--- config.mk ---
export PLATFORM = sky130hd
export DESIGN_NAME = rr_mux4_arbiter
export DESIGN_NICKNAME = d
export VERILOG_FILES = /design/src/rtl/rr_mux4_arbiter.sv
export SDC_FILE = /design/constraint.sdc
export NUM_CORES = 1
export LEC_CHECK = 0
export CORE_MARGIN = 1
export CORE_UTILIZATION = 34
export CTS_CLUSTER_DIAMETER = 30
export DETAILED_ROUTE_END_ITERATION = 10
export HOLD_SLACK_MARGIN = 0.08
export PLACE_DENSITY = 0.71
export SYNTH_ARGS = -nofsm -noshare
export SYNTH_HDL_FRONTEND = slang
export SYNTH_SLANG_ARGS = --single-unit
--- constraint.sdc ---
create_clock -name clk -period 1.5 [get_ports clk]
set_clock_uncertainty 0.1 [all_clocks]
set_input_delay 0.3 -clock clk [delete_from_list [all_inputs] [get_ports clk]]
set_output_delay 0.3 -clock clk [all_outputs]
set_load 0.02 [all_outputs]
--- src/rtl/rr_mux4_arbiter.sv ---
// Round-robin arbiter sharing a 4-to-1 n-bit mux among four requesters.
// Define RR_HOLD_LIMIT_EN to preempt an owner after HOLD cycles when others wait.
module rr_mux4_arbiter #(
    parameter int N    = 4,
    parameter int HOLD = 4
) (
    input  logic         clk,
    input  logic         rst,
    input  logic [3:0]   REQ,
    input  logic [N-1:0] A,
    input  logic [N-1:0] B,
    input  logic [N-1:0] C,
    input  logic [N-1:0] D,
    output logic [3:0]   GNT,
    output logic [1:0]   S,
    output logic         VALID,
    output logic [N-1:0] Y
);

    typedef enum logic {
        ST_IDLE,
        ST_GRANT
    } state_t;

    if (HOLD < 1 || HOLD > 255) begin : g_bad_hold
        $error("HOLD must be in 1..255");
    end

    state_t     r_state;
    state_t     w_state_nx;
    logic [1:0] r_s;
    logic [1:0] r_last;
    logic [3:0] r_gnt;
    logic       r_valid;

    logic [1:0] w_s_nx;
    logic [1:0] w_last_nx;
    logic [1:0] w_win;
    logic [1:0] w_idx;
    logic       w_found;
    logic       w_others;
    logic       w_new;

    // Scan from the slot after the last winner, wrapping at 4.
    always_comb begin
        w_win   = '0;
        w_idx   = '0;
        w_found = 1'b0;
        for (int k = 1; k <= 4; k++) begin
            w_idx = r_last + 2'(k);
            if (!w_found && REQ[w_idx]) begin
                w_win   = w_idx;
                w_found = 1'b1;
            end
        end
    end

    assign w_others = |(REQ & ~(4'b0001 << r_s));

`ifdef RR_HOLD_LIMIT_EN
    localparam logic [7:0] LP_CNT_MAX = 8'(HOLD - 1);
    logic [7:0] r_cnt;
`endif

    always_comb begin
        w_state_nx = r_state;
        w_s_nx     = r_s;
        w_last_nx  = r_last;
        w_new      = 1'b0;
        case (r_state)
            ST_IDLE: begin
                if (|REQ)
                    w_new = 1'b1;
            end
            ST_GRANT: begin
                if (!REQ[r_s]) begin
                    if (w_others)
                        w_new = 1'b1;
                    else
                        w_state_nx = ST_IDLE;
                end
`ifdef RR_HOLD_LIMIT_EN
                else if (r_cnt == LP_CNT_MAX && w_others)
                    w_new = 1'b1;
`endif
            end
            default: w_state_nx = ST_IDLE;
        endcase
        if (w_new) begin
            w_state_nx = ST_GRANT;
            w_s_nx     = w_win;
            w_last_nx  = w_win;
        end
    end

    always_ff @(posedge clk or posedge rst) begin
        if (rst) begin
            r_state <= ST_IDLE;
            r_s     <= 2'b00;
            r_last  <= 2'b11;
            r_gnt   <= 4'b0000;
            r_valid <= 1'b0;
        end else begin
            r_state <= w_state_nx;
            r_s     <= w_s_nx;
            r_last  <= w_last_nx;
            r_valid <= (w_state_nx == ST_GRANT);
            r_gnt   <= (w_state_nx == ST_GRANT) ? (4'b0001 << w_s_nx) : 4'b0000;
        end
    end

`ifdef RR_HOLD_LIMIT_EN
    // Saturating run length of the current owner.
    always_ff @(posedge clk or posedge rst) begin
        if (rst)
            r_cnt <= '0;
        else if (w_new)
            r_cnt <= '0;
        else if (r_state == ST_GRANT && r_cnt != LP_CNT_MAX)
            r_cnt <= r_cnt + 8'd1;
    end
`endif

    always_comb begin
        Y = '0;
        if (r_valid) begin
            case (r_s)
                2'd0:    Y = A;
                2'd1:    Y = B;
                2'd2:    Y = C;
                default: Y = D;
            endcase
        end
    end

    assign GNT   = r_gnt;
    assign S     = r_s;
    assign VALID = r_valid;

endmodule

==> qor.yml, run 1 <==
muxShareOfSynthArea_pct: 25.78
pin_count: 33
clk_latency_ns: 0.26
synth.distinct_cells: 25
dr.pass1.iters: 4
crit_path_start_kind: "flop"
grtUsageTotal_pct: 17.75
die_area_um2: 2062
gp_congestion: 0.7904
synth-simple-area-share_pct: 17.77
fmax_ghz: 0.5202
drv_cap: 0
antenna_cells: 0
grt_pass1_vias: 535
status: "complete, but fails checks"
worst_pin_slew_ns: 0.3133
rows: 15
p_leak_nw: 0.5075
combinationalPowerShare_pct: 68.4
crit_required_ns: 1.10
ant_nets: 0
power.switching_mw: 0.7491
setup-violations-final: 12
drive_above_1_share_pct: 42.57
power_density_nw_per_um2: 1826
root_buffer: "clkbuf_4"
routed_wl_mm: 1.575
syn2layout_area_growth_pct: 71.29
peakVddDrop_v: 0.0007454
cts_tree: "done"
finalPower_mw: 2.003
synth-adder-area-share_pct: 0
drt_iter0_drc: 5
gr-total-overflow: 0
grt_start_max_net_pins: 10
hp-class: "in -> async"
ys_ff_latch: 9
slew_violations: 0
place_ws_ns: -0.7499
slew_headroom_pct: 79.09
syn_area_per_cell_um2: 11.86
initial_core_util_pct: 36.70
finalWorstSetupSlack_ns: -0.4223
violations: "negative setup slack"
htree_levels: 1
final_common_cell: "clkdlybuf4s50_1"
internal_power_mw: 1.254
yosys_warnings: 0
ys_seq_area_share_pct: 35.55
vias: 575
hold_viol_final: 0
synth-xor-area-share_pct: 0
grt_pass1_wl_mm: 2.484
final_cell_mix: "clkdlybuf4s50_1 (18), buf_4 (13), nand2_1 (6), dlygate4sd2_1 (6)"
coreArea_um2: 1745
fp.dieW_um: 45.41
crit_arrival_ns: 1.52
rsz0062_at_grt: "true"
yosysTopAreaCell: "dfrtp_1"
route.detailed.drc: 0
path_max_fanout: 4
p_sw_share_pct: 37.39
critPathCaptureType: "primary output"
clkPwrFrac_pct: 9.2
cts.path.max_buffers: 2
period_minus_slack_ns: 1.922
nNetsFinal: 124
place_inst: 120
antenna_found_initial: 0
place_hpwl_mm: 1.304
synth-compound-area-share_pct: 17.19
synth_area_um2: 640.6
fp.dieH_um: 45.41
cts.sinks: 9
synth_top_family_by_area: "multiplexers"
yosysTopAreaCellShare_pct: 27.34
power.share.sequential_pct: 22.4
period_share_pct: 128.2
wl_per_cell_um: 12.50
crit_type: "reg -> out"
fin_cells: 126
syn_inst: 54
port_buffers: 32
vias_per_cell: 4.563
synth_area_leaders: "dfrtp_1 (27%), mux4_1 (16%), dfstp_2 (8.2%)"
path_clk_slew_ns: 0.06
numCtsBuffers: 3
syn_nets: 76
fillerInstances: 154
through the flow:
stage	instance area [µm²]	TNS, ns	hold WS [ns]	util (%)
after floorplan	644.4	-0.7525	0.02635	-
after global placement	1056	-5.429	0.4232	60.50
after detailed placement	1056	-5.631	0.4451	60.50
after CTS	1090	-2.522	0.1927	62.44
after global routing	1097	-3.343	0.2201	62.87
final	1097	-2.663	0.1880	62.87
what timing repair did:
action	4_1_cts	5_1_grt
endpoints found under the setup margin	18	14
hold buffers	0	0
pin swaps	0	2
cloned	0	0
resized for setup	41	3
buffers inserted	2	1
logic make-up after synthesis:
family | after synthesis
AO/OA/AOI/OAI | 12
buffers and inverters | 4
flip-flops | 9
multiplexers | 9
AND/OR/NAND/NOR | 20
critical path: stages (launching register included):
cell and delay, ns:
dfrtp_2 0.37, buf_6 0.12, mux4_2 0.48, and2_4 0.17, buf_6 0.12
flip-flops by register name, summed over array words and instances (netlist names):
signal / flops
GNT: 4
S: 2
r_last: 2
VALID: 1
worst paths after layout:
check                               start   endpoint  slack, ns  cells after the start
worst min-delay path                  rst     GNT[1]       0.19                      2
max in group asynchronous             rst  r_last[1]       0.82                      2
worst max-delay path                 S[0]       Y[1]      -0.42                      4
min in group clk                   REQ[1]     GNT[1]       0.42                      4
worst max register to register       S[0]       S[0]      -0.23                      6
worst min register to register  r_last[1]  r_last[1]       0.45                      1
power by group through the flow:
stage          Sequential, mW  Combinational, mW  Clock [mW]
2_1_floorplan           0.527              0.810           0
3_3_place_gp            0.479               1.29           0
3_5_place_dp            0.479               1.32           0
4_1_cts                 0.448               1.38       0.192
5_1_grt                 0.461               1.46       0.200
6_report                0.449               1.37       0.183
layout make-up:
type / instances / area (µm²) / share of cell area [%]
sequential: 9 / 230.2 / 20.98
timing repair buffer: 45 / 414.1 / 37.74
inverter: 2 / 7.507 / 0.6842
tap: 25 / 31.28 / 2.851
clock buffer: 4 / 26.28 / 2.395
multi-input combinational: 41 / 387.9 / 35.35
layer usage:
layer | up-vias | global-route usage, % | share of wire, % | wire (µm)
li1 | 293 | - | - | -
met1 | 263 | 22.11 | 46 | 723
met2 | 15 | 28.00 | 49 | 768
met3 | 4 | 3.571 | 3.3 | 52
met4 | 0 | 10.91 | 1.9 | 30
met5 | - | 0 | 0 | 0
cell usage after synthesis (all sizes together):
master   n
a21o     3
a21oi    1
a2bb2oi  1
a31oi    1
and2     5
buf      2
dfrtp    7
dfstp    2
inv      2
mux2     2
mux2i    3
mux4     4
nand2    7
nand2b   3
nand3b   1
nor2     2
nor2b    2
o21ai    1
o22a     1
o2bb2ai  2
o32ai    2
(Power assumes the default switching activity.)
==> run 2: changes to the inputs <==
RECOVER_POWER = 25   (was not set)
==> run 2 against run 1 <==
Effect of this change:
- largest power group unchanged
- sequential share of layout area stayed put
- the run still ends with negative setup slack left
- largest cell class unchanged
- cell area stayed put
- combinational power hardly changed
- critical endpoint unchanged
==> qor.yml, run 2 (same netlist as run 1, synthesis figures left out) <==
route.met2.wl_um: 768
syn2layout_area_growth_pct: 71.29
period_share_pct: 128.2
cts.path.max_buffers: 2
grt_pass1_wl_mm: 2.484
route.detailed.drc: 0
status: "complete, but fails checks"
stdcell_area_um2: 1097
period_minus_slack_ns: 1.922
grt_start_max_net_pins: 10
fp.dieH_um: 45.41
nNetsFinal: 124
crit_arrival_ns: 1.52
final_cell_mix: "clkdlybuf4s50_1 (17), buf_4 (13), nand2_1 (6), dlygate4sd2_1 (6)"
fin_cells: 126
rows: 15
grtUsageTotal_pct: 17.75
setup-violations-final: 12
power_density_nw_per_um2: 1825
slew_violations: 0
htree_levels: 1
final_util_pct: 62.87
cts_hold_buf: 0
critPathCaptureType: "primary output"
wl_per_cell_um: 12.49
final_common_cell: "clkdlybuf4s50_1"
path_clk_slew_ns: 0.06
numCtsBuffers: 3
crit_required_ns: 1.10
drive_above_1_share_pct: 42.57
wl_met1_um: 723
hold_viol_final: 0
initial_core_util_pct: 36.70
route.met3.wl_um: 52
slew_headroom_pct: 79.10
pin_count: 33
crit_path_start_kind: "flop"
worst_pin_slew_ns: 0.3131
cts.sinks: 9
top_layer: "met4"
path_max_fanout: 4
p_leak_nw: 0.5078
clk_latency_ns: 0.26
gr-total-overflow: 0
ant_nets: 0
fp.dieW_um: 45.41
grt_pass1_vias: 535
drv_cap: 0
place_hpwl_mm: 1.304
coreArea_um2: 1745
postPlaceCellArea_um2: 1056
drt_iter0_drc: 5
gp_congestion: 0.7904
die_area_um2: 2062
antenna_cells: 0
crit_type: "reg -> out"
fmax_ghz: 0.5202
vias_per_cell: 4.563
vias: 575
port_buffers: 32
finalWorstSetupSlack_ns: -0.4223
cts_tree: "done"
dr.pass1.iters: 4
place_inst: 120
violations: "negative setup slack"
root_buffer: "clkbuf_4"
rsz0062_at_grt: "true"
peakVddDrop_v: 0.0007454
hp-class: "in -> async"
largest_reg_flops: 4
routed_wl_mm: 1.574
antenna_found_initial: 0
finalPower_mw: 2.003
==> run 2: cell types whose count changed in the layout (fill, tap and decap cells not counted), sizes merged <==
| cell | before | now |
|---|---|---|
| dlygate4sd3 | 0 | 1 |
| clkdlybuf4s50 | 18 | 17 |
==> run 2: layout make-up <==
type / count / area (µm²)
timing repair buffer: 45 / 414.1
inverter: 2 / 7.507
multi-input combinational: 41 / 387.9
tap: 25 / 31.28
fill: 154 / 648.1
sequential: 9 / 230.2
clock buffer: 4 / 26.28
==> run 2: worst paths after layout <==
| path | endpoint | start | slack [ns] | depth (start not counted) |
|---|---|---|---|---|
| min in group clk | GNT[1] | REQ[1] | 0.42 | 4 |
| setup reg to reg | S[0] | S[0] | -0.23 | 6 |
| setup / recovery | Y[1] | S[0] | -0.42 | 4 |
| hold / removal | GNT[1] | rst | 0.33 | 2 |
| hold reg to reg | r_last[1] | r_last[1] | 0.45 | 1 |
| max in group asynchronous | r_last[1] | rst | 0.69 | 2 |
==> run 2: timing repair <==
item                       in CTS  in global routing
setup endpoints to repair      18                 14
pin swaps                       0                  2
buffers inserted                2                  1
resized for setup              41                  3
==> run 2: power by group <==
part | switching [mW] | leakage, nW | internal, mW
combinational | 0.589 | 0.389 | 0.782
clock | 0.0811 | 0.0150 | 0.102
sequential | 0.0793 | 0.103 | 0.370
==> run 2: metal layers <==
layer	up-vias	track usage (%)
li1	293	-
met4	0	10.91
met1	263	22.11
met5	-	0
met3	4	3.571
met2	15	28.00
==> run 2: stage by stage <==
stage | hold slack [ns] | worst slack, ns | TNS, ns
3_3_place_gp | 0.4232 | -0.7393 | -5.429
2_1_floorplan | 0.02635 | -0.1624 | -0.7525
3_5_place_dp | 0.4451 | -0.7499 | -5.631
6_report | 0.3252 | -0.4223 | -2.663
4_1_cts | 0.1927 | -0.4284 | -2.522
5_1_grt | 0.3560 | -0.4736 | -3.343
==> run 2: critical path, stage by stage, from the launching register on <==
cell	delay [ns]
dfrtp_2	0.37
buf_6	0.12
mux4_2	0.48
and2_4	0.17
buf_6	0.12
